$ cat src/rtl/wb_stage.sv
// Dual-lane writeback stage: register-file writes, forwarding and exception hand-off to the CSR unit.
// Optional commit counter output is enabled by defining WB_PERF_CNT_EN.
module wb_stage (
  input  logic         clk,
  input  logic         rst_n,
  input  logic         line1_pre_to_now_valid_i,
  input  logic         line2_pre_to_now_valid_i,
  output logic         now_allowin_o,
  input  logic [141:0] pre_to_ibus,
  output logic         rf1_we_o,
  output logic [4:0]   rf1_waddr_o,
  output logic [31:0]  rf1_wdata_o,
  output logic         rf2_we_o,
  output logic [4:0]   rf2_waddr_o,
  output logic [31:0]  rf2_wdata_o,
  output logic [75:0]  forward_obus,
  output logic         excep_req_o,
  output logic [31:0]  excep_pc_o,
  input  logic         excep_ack_i,
  output logic         excep_flush_o
`ifdef WB_PERF_CNT_EN
  ,
  output logic [31:0]  commit_cnt_o
`endif
);

  // Handshake: the stage accepts a new lane pair on every clock edge where
  // now_allowin_o=1; a lane is present when its valid input is 1 at that edge.
  typedef enum logic [1:0] {
    IDLE       = 2'd0,
    EXCEP_WAIT = 2'd1,
    FLUSH      = 2'd2
  } state_t;

  state_t      state_q, state_d;
  logic        line1_valid, line2_valid;
  logic [70:0] line1_data, line2_data;
  logic        in_idle;
  logic        l1_exc, l2_exc, take_excep;
  logic        rf1_we_raw;

  assign in_idle    = (state_q == IDLE);
  assign l1_exc     = line1_valid & line1_data[70];
  assign l2_exc     = line2_valid & line2_data[70] & ~l1_exc;
  assign take_excep = l1_exc | l2_exc;

  always_ff @(posedge clk or negedge rst_n) begin
    if (!rst_n) begin
      state_q <= IDLE;
    end else begin
      state_q <= state_d;
    end
  end

  always_comb begin
    state_d = state_q;
    case (state_q)
      IDLE:       if (take_excep) state_d = EXCEP_WAIT;
      EXCEP_WAIT: if (excep_ack_i) state_d = FLUSH;
      FLUSH:      state_d = IDLE;
      default:    state_d = IDLE;
    endcase
  end

  // Stage registers; payload keeps its old value when the incoming lane is invalid.
  always_ff @(posedge clk or negedge rst_n) begin
    if (!rst_n) begin
      line1_valid <= 1'b0;
      line2_valid <= 1'b0;
      line1_data  <= '0;
      line2_data  <= '0;
    end else if (now_allowin_o) begin
      line1_valid <= line1_pre_to_now_valid_i;
      line2_valid <= line2_pre_to_now_valid_i;
      if (line1_pre_to_now_valid_i) line1_data <= pre_to_ibus[70:0];
      if (line2_pre_to_now_valid_i) line2_data <= pre_to_ibus[141:71];
    end else if (state_q == FLUSH) begin
      line1_valid <= 1'b0;
      line2_valid <= 1'b0;
    end
  end

  always_ff @(posedge clk or negedge rst_n) begin
    if (!rst_n) begin
      excep_pc_o <= '0;
    end else if (in_idle && take_excep) begin
      excep_pc_o <= l1_exc ? line1_data[31:0] : line2_data[31:0];
    end
  end

  assign now_allowin_o = in_idle;
  assign excep_req_o   = (state_q == EXCEP_WAIT);
  assign excep_flush_o = (state_q == FLUSH);

  // Lane2 is squashed by an older lane1 exception; on a same-register
  // collision the younger lane2 write is the one that survives.
  assign rf2_we_o = in_idle & line2_valid & line2_data[32] & ~line2_data[70]
                  & (line2_data[37:33] != 5'd0) & ~l1_exc;
  assign rf1_we_raw = in_idle & line1_valid & line1_data[32] & ~line1_data[70]
                    & (line1_data[37:33] != 5'd0);
  assign rf1_we_o = rf1_we_raw & ~(rf2_we_o & (line2_data[37:33] == line1_data[37:33]));

  assign rf1_waddr_o = line1_data[37:33];
  assign rf1_wdata_o = line1_data[69:38];
  assign rf2_waddr_o = line2_data[37:33];
  assign rf2_wdata_o = line2_data[69:38];

  assign forward_obus = {rf2_we_o, rf2_waddr_o, rf2_wdata_o,
                         rf1_we_o, rf1_waddr_o, rf1_wdata_o};

`ifdef WB_PERF_CNT_EN
  logic commit1, commit2;
  assign commit1 = in_idle & line1_valid & ~line1_data[70];
  assign commit2 = in_idle & line2_valid & ~line2_data[70] & ~l1_exc;

  always_ff @(posedge clk or negedge rst_n) begin
    if (!rst_n) begin
      commit_cnt_o <= '0;
    end else begin
      commit_cnt_o <= commit_cnt_o + 32'(commit1) + 32'(commit2);
    end
  end
`endif

endmodule

$ cat config.mk
export PLATFORM = sky130hd
export DESIGN_NAME = wb_stage
export DESIGN_NICKNAME = d
export VERILOG_FILES = /design/src/rtl/wb_stage.sv
export SDC_FILE = /design/constraint.sdc
export NUM_CORES = 1
export LEC_CHECK = 0
export BUFFER_PORTS_ARGS = -buffer_cell sky130_fd_sc_hd__buf_4
export CAP_MARGIN = 40
export CORE_MARGIN = 3
export CORE_UTILIZATION = 45
export DETAILED_ROUTE_END_ITERATION = 7
export PLACE_DENSITY = 0.84
export SLEW_MARGIN = 15
export SYNTH_ARGS = -nofsm -noshare
export SYNTH_HDL_FRONTEND = slang
export SYNTH_SLANG_ARGS = --single-unit
$ cat constraint.sdc
create_clock -name clk -period 2.31 [get_ports clk]
set_clock_uncertainty 0.1 [all_clocks]
set_input_delay 0.231 -clock clk [delete_from_list [all_inputs] [get_ports clk]]
set_output_delay 0.231 -clock clk [all_outputs]
set_load 0.005 [all_outputs]
Word-level counts from Yosys, hierarchy flattened
Index checks and enable logic that the tools add are counted.

Equality and inequality tests: 5. Bitwise gates (word level): 19. Reductions and logical operators: 8. Mux-type cells: 7.

Operator list (count): 2-to-1 mux 32 bit (1); bitwise AND 1 bit (14); nonzero test 5 bit (2); AND reduction 2 bit (3); equality test 5 bit (1); 2-to-1 mux 2 bit (2); != test 2 x 1 -> 1 bit (second input constant) (2); inverter 1 bit (4); one-hot mux 2 bit (2 select lines) (1); 2-to-1 mux 1 bit (3); equality test 2 x 1 -> 1 bit (second input constant) (1); equality test 2 bit (second input constant) (1); logical NOT 2 bit (1); nonzero test 2 bit (1); logical AND 1 bit (1); OR 1 bit (1).

Logic and storage cells: 45. Output and inout bits: 187. Bits of input ports: 147. Bits in registers: 178.

Longest topological paths before layout
Gate-level depths: netlist of the first run.

Depth after elaboration: 9. Gate-level depth with buffers: 6. Gate-level depth less buffers: 4.

Least setup slack after synthesis of the first run
No wires, ideal clock.

Path kind: register -> output. Start: register line1_data[33]. End: output port forward_obus[37]. Arrival: 1.294 ns. Setup slack: 0.685 ns. Data required time: 1.979 ns. Cell stages (with the launch flop): 5. Cells stage by stage: dfrtp_1 or4_1 o21ai_0 a41oi_1 buf_4.

Cells in the longest elaborated chain, start to end: 4. Elaborated cells on any way between the ends: 6. Those cells by class: eq/ne (1); bitwise (4); reduce/logical (1).

RTL lines: start, declared (line 37) `logic [70:0] line1_data, line2_data;`; start signal, assigned (line 75) `if (line1_pre_to_now_valid_i) line1_data <= pre_to_ibus[70:0];`; equality test 5 bit (line 101) `assign rf1_we_o = rf1_we_raw & ~(rf2_we_o & (line2_data[37:33] == line1_data[37:33]));`; bitwise AND 1 bit (line 101); inverter 1 bit (line 101); bitwise AND 1 bit * (line 101); end, declared (line 16) `output logic [75:0] forward_obus,`.

Every way passes the cells marked *; elsewhere a longest branch is shown, timed or not.

Final worst setup path of the first run
Start: register line1_data[33]. End: output port rf1_we_o.

Cells in the longest elaborated chain, start to end: 4. Elaborated cells on any way between the ends: 6. Those cells by class: eq/ne (1); bitwise (4); reduce/logical (1).

RTL lines: equality test 5 bit (line 101); bitwise AND 1 bit (line 101); inverter 1 bit (line 101); bitwise AND 1 bit * (line 101); end, declared (line 10) `output logic rf1_we_o,`.

Marks and branches as above.

==> summary.txt, run 1 <==
Global route
  • Largest net degree at the start of global routing: 66
  • GRT Util Overall: 0.2154
  • Antenna violations before repair: 0
  • Vias in the first global route: 6315
  • Gr ovfl total: 0
  • First-pass GRT wire length: 36800 um

CTS
  • H-tree depth: 4
  • Longest Clk Path Bufs: 2
  • Clock sink total: 178
  • Worst-path clk slew: 0.08 ns
  • Worst skew pair latency: 0.42 ns
  • TritonCTS buffer count: 17
  • CTS tree: built
  • CTS root buffer: clkbuf_16

Setup path
  • Worst setup path category: reg -> out
  • Crit path largest cell delay: 0.53 ns
  • R2R cell count: 4
  • Crit end category: output port
  • Worst r2r src: state_q[0]
  • Critical path fanouts, max: 5
  • Slowest-stage cell, CP: or4_1
  • Reg2reg end: line2_data[42]
  • Worst Path Buf+Inv: 1
  • CP top delay family: simple AND/OR/NAND/NOR gates
  • CP Cell Sequence: or4_1 > o21ai_1 > a41oi_2 > buf_4
  • Startpoint Class: flop
  • Data required time of the worst path: 1.98 ns
  • Reg2Reg Setup Slack: 0.51 ns
  • WP data arrival: 1.84 ns

Pwr
  • Clock Power Share: 0.183
  • Max IR drop VDD: 720.2 uV
  • Internal: 11.25 mW
  • Cell area power density: 1341 nW/um^2
  • Reg power frac: 0.362
  • Leakage: 6.206 nW
  • Sw Ratio: 0.3285
  • Comb pwr share: 0.456
  • Total power: 16.75 mW
  • Psw: 5.503 mW

Place
  • Placer congestion estimate: 0.7612
  • Post-DP HPWL: 14740 um
  • PortBufs: 333

Run
  • Max-cap viol count: 0

Yosys
  • Top-area cell type share of the netlist area: 0.5021
  • #FFs+latches synth: 178
  • Post-Syn Instances: 620
  • Seq/Total Area, Yosys: 0.5021
  • Unique masters post-synth: 26
  • Synthesized net count: 767
  • Mapped Area: 8871 um^2
  • Synth warnings: 0
  • Post-synth top area cell: dfrtp_1
  • Top post-synthesis cells by area: dfrtp_1 (50%), mux2_4 (23%), buf_4 (13%)
  • Syn avg cell area: 14.31 um^2

Floorplanning
  • Die area: 21430 um^2
  • I/O pin total: 334
  • Row count: 50
  • Die Y: 146.4 um
  • DIE WIDTH: 146.4 um
  • Core Footprint: 19020 um^2
  • Initial Util: 0.4664

Final layout
  • Antenna fix cells: 0
  • Synthesis-to-finish area growth: 40.79%
  • Share of cells above drive strength 1: 0.5446
  • # nets final: 1098

STA
  • Max-slew violation count: 0
  • Achievable Freq: 460.6 MHz
  • Worst Max-Slew Pin Slew: 0.4780 ns
  • Tcrit/Tclk final: 0.9399
  • Slew headroom: 0.6814
  • TNS Setup: 0 ns
  • Number of setup violations in the final report: 0
  • Fin. Hold Viols: 0
  • RSZ-0062 raised after global routing: no
  • Final min period: 2.171 ns

Detailed routing
  • Drt wl/cell: 19.17 um
  • Detailed Route WL: 23460 um
  • Vias per Instance: 4.708
  • Starting DRT DRC Count: 195
  • Post-DRT Antenna Nets: 0
  • Vias: 5763
  • DRC violations left: 0
  • Pre-antenna DRT Iters: 4

Status
  • Status: finished, final reports clean

Min path
  • Min-delay worst type: in -> async
-- final cells by class --
class                           instances  area [um^2]
Sequential cell                       178         4454
Clock buffer                           18        439.2
Inverter                                1        3.754
Clock inverter                         14        192.7
Timing Repair Buffer                  488         4140
Multi-Input combinational cell        265         2934
Fill cell                            1312         6529
Tap cell                              260        325.3
-- flip-flops by register name, summed over array words and instances (netlist names) --
| name | cells |
|---|---|
| line1_valid | 1 |
| line1_data | 71 |
| line2_data | 71 |
| line2_valid | 1 |
| state_q | 2 |
| excep_pc_o | 32 |
-- worst max path at each step --
stage	slack, ns	end	depth (start not counted)	start
after global placement	0.49	forward_obus[37]	5	state_q[0]
after detailed placement	0.49	forward_obus[37]	5	state_q[0]
after CTS	0.006	forward_obus[37]	5	state_q[0]
after global routing	0.06	rf1_we_o	5	state_q[0]
final	0.14	rf1_we_o	4	line1_data[33]
after floorplan	0.69	forward_obus[37]	4	line1_data[33]
-- stage by stage --
| step | utilization | hold WS [ns] | setup slack, ns | area (um^2) | instances |
|---|---|---|---|---|---|
| CTS | 0.6561 | 0.2094 | 0.005908 | 12480 | 1224 |
| global route | 0.6567 | 0.2056 | 0.05820 | 12490 | 1224 |
| floorplan | - | -0.1646 | 0.6852 | 8871 | 620 |
| global placement | 0.5471 | 0.1093 | 0.4932 | 10410 | 1048 |
| detailed placement | 0.5471 | 0.1115 | 0.4947 | 10410 | 1048 |
| finish | 0.6567 | 0.2176 | 0.1388 | 12490 | 1224 |
-- what timing repair did --
| action | CTS | global route |
|---|---|---|
| setup buffers | 0 | 0 |
| endpoints found under the hold margin | 189 | 0 |
| hold buffers | 144 | 0 |
| resized for setup | 0 | 3 |
| endpoints found under the setup margin | 0 | 2 |
-- cells in the mapped netlist (all sizes together) --
master	count
xnor2	2
dfrtp	178
nand4	1
nor2	34
nor2b	1
nor3	2
a21oi	34
xor2	3
mux2i	32
nand2	2
a21o	3
or4	1
mux2	142
o21ai	1
a21boi	1
inv	1
a41oi	1
buf	176
and2	3
and2b	1
and4b	1
-- kinds of logic after synthesis --
family	after synthesis	share of synthesized area
xor gates and xnor gates	5	0.004937
and+or+nand+nor	46	0.02412
buffers and inverters	177	0.1700
DFF	178	0.5021
AOI/OAI and AO/OA	40	0.02412
muxes	174	0.2748
-- worst reg2reg max path: cells and delay by family, from the launching register on --
| family | cells | cell delay [ns] |
|---|---|---|
| multiplexers | 1 | 0.37 |
| buffers and inverters | 1 | 0.40 |
| flip-flops | 1 | 0.43 |
| AND/OR/NAND/NOR | 2 | 0.39 |
-- power groups by stage --
stage | Combinational, mW | Sequential [mW] | Clock [mW]
floorplan | 6.00 | 5.63 | 0
global placement | 7.13 | 5.97 | 0
detailed placement | 7.35 | 6.03 | 0
CTS | 7.57 | 6.01 | 3.12
global route | 8.11 | 6.28 | 3.26
finish | 7.63 | 6.06 | 3.06
-- cells in the final DEF, fill, tap and decap left out, types with 2 or more instances in the layout --
cell type,instances
bufinv_16,2
mux2_2,4
dlygate4sd3_1,144
clkinv_8,3
buf_12,9
inv_6,3
nor2_1,33
mux2_4,138
mux2i_1,32
clkinv_4,4
and2_4,2
nor3_1,2
xor2_1,3
a21o_1,3
clkbuf_16,17
xnor2_1,2
inv_8,2
a21oi_1,33
buf_4,334
dfrtp_1,178
-- metal layers --
| metal | up-vias | global-route usage | part of all wire | routed length [um] |
|---|---|---|---|---|
| met5 | - | 0 | 0 | 0 |
| met4 | 0 | 0.05315 | 0.018 | 414 |
| met3 | 27 | 0.05183 | 0.048 | 1117 |
| met2 | 221 | 0.3832 | 0.53 | 12450 |
| met1 | 2906 | 0.2642 | 0.40 | 9481 |
| li1 | 2609 | - | - | - |
(Power assumes the default switching activity.)
==> run 2, diff against run 1 <==
- CELL_PAD_IN_SITES_DETAIL_PLACEMENT: unset -> 0
- CELL_PAD_IN_SITES_GLOBAL_PLACEMENT: unset -> 1
- CORE_UTILIZATION: 45 -> 40
- PLACE_DENSITY: 0.84 -> 0.92
==> run 2 against run 1 <==
Critical endpoint unchanged. Cell count increased by 1.6%. Fmax down 0.33%. Total power is essentially flat. First-iteration DRC count is 1.5% lower. Register-to-register slack got worse by 0.05 ns. Cell area rose by 0.43%. Worst setup slack lost 0.0072 ns. Critical path depth unchanged.
==> summary.txt, run 2 (same netlist as run 1, synthesis figures left out) <==
STA
  • RSZ-0062 raised after global routing: no
  • Final min period: 2.178 ns (+0.007157 ns)
  • Worst Max-Slew Pin Slew: 0.6452 ns (+0.1673 ns)
  • Number of setup violations in the final report: 0 (unchanged)
  • Max-slew violation count: 0 (unchanged)
  • TNS Setup: 0 ns (unchanged)
  • Fin. Hold Viols: 0 (unchanged)
  • Slew headroom: 0.5699 (-0.1115)
  • Achievable Freq: 459.1 MHz (-0.33%)
  • Tcrit/Tclk final: 0.9430 (+0.003098)

Final layout
  • Most common cell after layout, fill and taps aside: buf_4
  • Register Area: 4454 um^2 (unchanged)
  • Most frequent cells in the layout: buf_4 (339), dfrtp_1 (178), dlygate4sd3_1 (144)
  • Multi-input logic area: 2923 um^2 (-0.38%)
  • # fillers: 1629 (+24%)
  • Regs by FF count: line1_data (71), line2_data (71), excep_pc_o (32)
  • Share of cells above drive strength 1: 0.5444 (about the same)
  • Fin area: 12540 um^2 (+0.43%)
  • Synthesis-to-finish area growth: 41.40%
  • # nets final: 1102 (+0.36%)

CTS
  • TritonCTS buffer count: 17 (unchanged)
  • H-tree depth: 4 (unchanged)
  • Post_cts resized: 0 (unchanged)
  • CTS root buffer: clkbuf_16
  • Worst-path clk slew: 0.07 ns (about the same)
  • Clock sink total: 178 (unchanged)
  • Post-CTS Setup Bufs: 0 (unchanged)
  • Longest Clk Path Bufs: 2 (unchanged)
  • CTS tree: built
  • Worst skew pair latency: 0.42 ns (about the same)

Setup path
  • Crit end category: output port
  • Crit path largest cell delay: 0.53 ns (about the same)
  • CP Cell Sequence: or4_1 > o21ai_0 > a41oi_1 > buf_4
  • Data required time of the worst path: 1.98 ns (about the same)
  • Worst Path Buf+Inv: 1 (unchanged)
  • Slowest-stage cell, CP: or4_1
  • R2R cell count: 4 (unchanged)
  • Startpoint Class: flop
  • Reg2Reg Setup Slack: 0.46 ns (-0.05 ns)
  • Critical path fanouts, max: 5 (unchanged)
  • CP top delay family: simple AND/OR/NAND/NOR gates
  • WP data arrival: 1.85 ns (about the same)
  • Worst r2r src: state_q[0]
  • Reg2reg end: line2_data[0]
  • Worst setup path category: reg -> out

Detailed routing
  • DRC violations left: 0 (unchanged)
  • Starting DRT DRC Count: 192 (-1.5%)
  • Pre-antenna DRT Iters: 4 (unchanged)
  • Drt wl/cell: 18.41 um (-3.9%)
  • Vias per Instance: 4.614 (-2.0%)
  • Post-DRT Antenna Nets: 0 (unchanged)
  • Detailed Route WL: 22910 um (-2.4%)
  • Vias: 5740 (-0.40%)

Global route
  • Largest net degree at the start of global routing: 66 (unchanged)
  • Gr ovfl total: 0 (unchanged)
  • Vias in the first global route: 6363 (+0.76%)
  • Antenna violations before repair: 1 (+1)
  • First-pass GRT wire length: 35750 um (-2.9%)
  • GRT Util Overall: 0.1873 (-0.02808)

Place
  • PortBufs: 333 (unchanged)
  • Placed cell area: 10440 um^2 (+0.35%)
  • Post-DP HPWL: 15210 um (+3.2%)
  • Placer congestion estimate: 0.7668 (+0.74%)

Run
  • Max-cap viol count: 0 (unchanged)

Pwr
  • Leakage: 6.232 nW (+0.43%)
  • Max IR drop VDD: 600.9 uV (-17%)
  • Cell area power density: 1336 nW/um^2 (-0.43%)

Floorplanning
  • Core Footprint: 21420 um^2 (+13%)
  • Initial Util: 0.4142 (-0.05229)
  • Die area: 24000 um^2 (+12%)
  • I/O pin total: 334 (unchanged)
  • Die Y: 154.9 um (+5.8%)
  • Row count: 53 (+6.0%)
  • DIE WIDTH: 154.9 um (+5.8%)

Min path
  • Min-delay worst type: in -> async

Status
  • Status: finished, final reports clean
-- run 2: per-stage QoR --
| stage | instances | power (mW) | hold WS [ns] | setup WS, ns | utilization |
|---|---|---|---|---|---|
| 2_1_floorplan | 620 | 11.63 | -0.1646 | 0.6852 | - |
| 3_3_place_gp | 1067 | 13.12 | 0.1794 | 0.4845 | 0.4875 |
| 3_5_place_dp | 1067 | 13.37 | 0.1868 | 0.4336 | 0.4875 |
| 4_1_cts | 1243 | 16.84 | 0.2945 | 0.1137 | 0.5855 |
| 5_1_grt | 1244 | 17.74 | 0.2942 | 0.009032 | 0.5856 |
| 6_report | 1244 | 16.75 | 0.2710 | 0.1317 | 0.5856 |
-- run 2: power breakdown --
| part | leakage [nW] | switching [mW] | total [mW] | internal [mW] |
|---|---|---|---|---|
| Combinational | 3.85 | 2.68 | 7.51 | 4.83 |
| Sequential | 2.06 | 1.33 | 6.05 | 4.72 |
| Clock | 0.322 | 1.40 | 3.19 | 1.79 |
| Total | 6.23 | 5.41 | 16.8 | 11.3 |
-- run 2: layout make-up --
type,instances,share of cell area
diodes,1,0.0001995
well taps,275,0.02743
clock buffers,17,0.03392
repair buffers,492,0.3315
flip-flops and latches,178,0.3551
inverters,1,0.0002993
multi-input cells,265,0.2330
clock inverters,15,0.01855
-- run 2: repair_timing --
action / in CTS / in global routing
endpoints found under the setup margin: 0 / 0
hold buffers: 144 / 0
hold endpoints to repair: 201 / 0
-- run 2: worst max-delay path by stage --
stage	from	depth (start not counted)	end	slack [ns]
6_report	line1_data[33]	4	rf1_we_o	0.13
5_1_grt	line1_data[33]	4	rf1_we_o	0.009
4_1_cts	line1_data[33]	4	rf1_we_o	0.11
3_5_place_dp	state_q[0]	4	line2_data[0]	0.43
3_3_place_gp	state_q[0]	4	line2_data[0]	0.48
2_1_floorplan	line1_data[33]	4	forward_obus[37]	0.69
-- run 2: per-layer routing --
layer | vias up | share of wire | track usage
met4 | 0 | 0.023 | 0.05467
met5 | - | 0 | 0
met1 | 2868 | 0.40 | 0.2240
met2 | 221 | 0.53 | 0.3382
met3 | 36 | 0.055 | 0.04089
li1 | 2615 | - | -
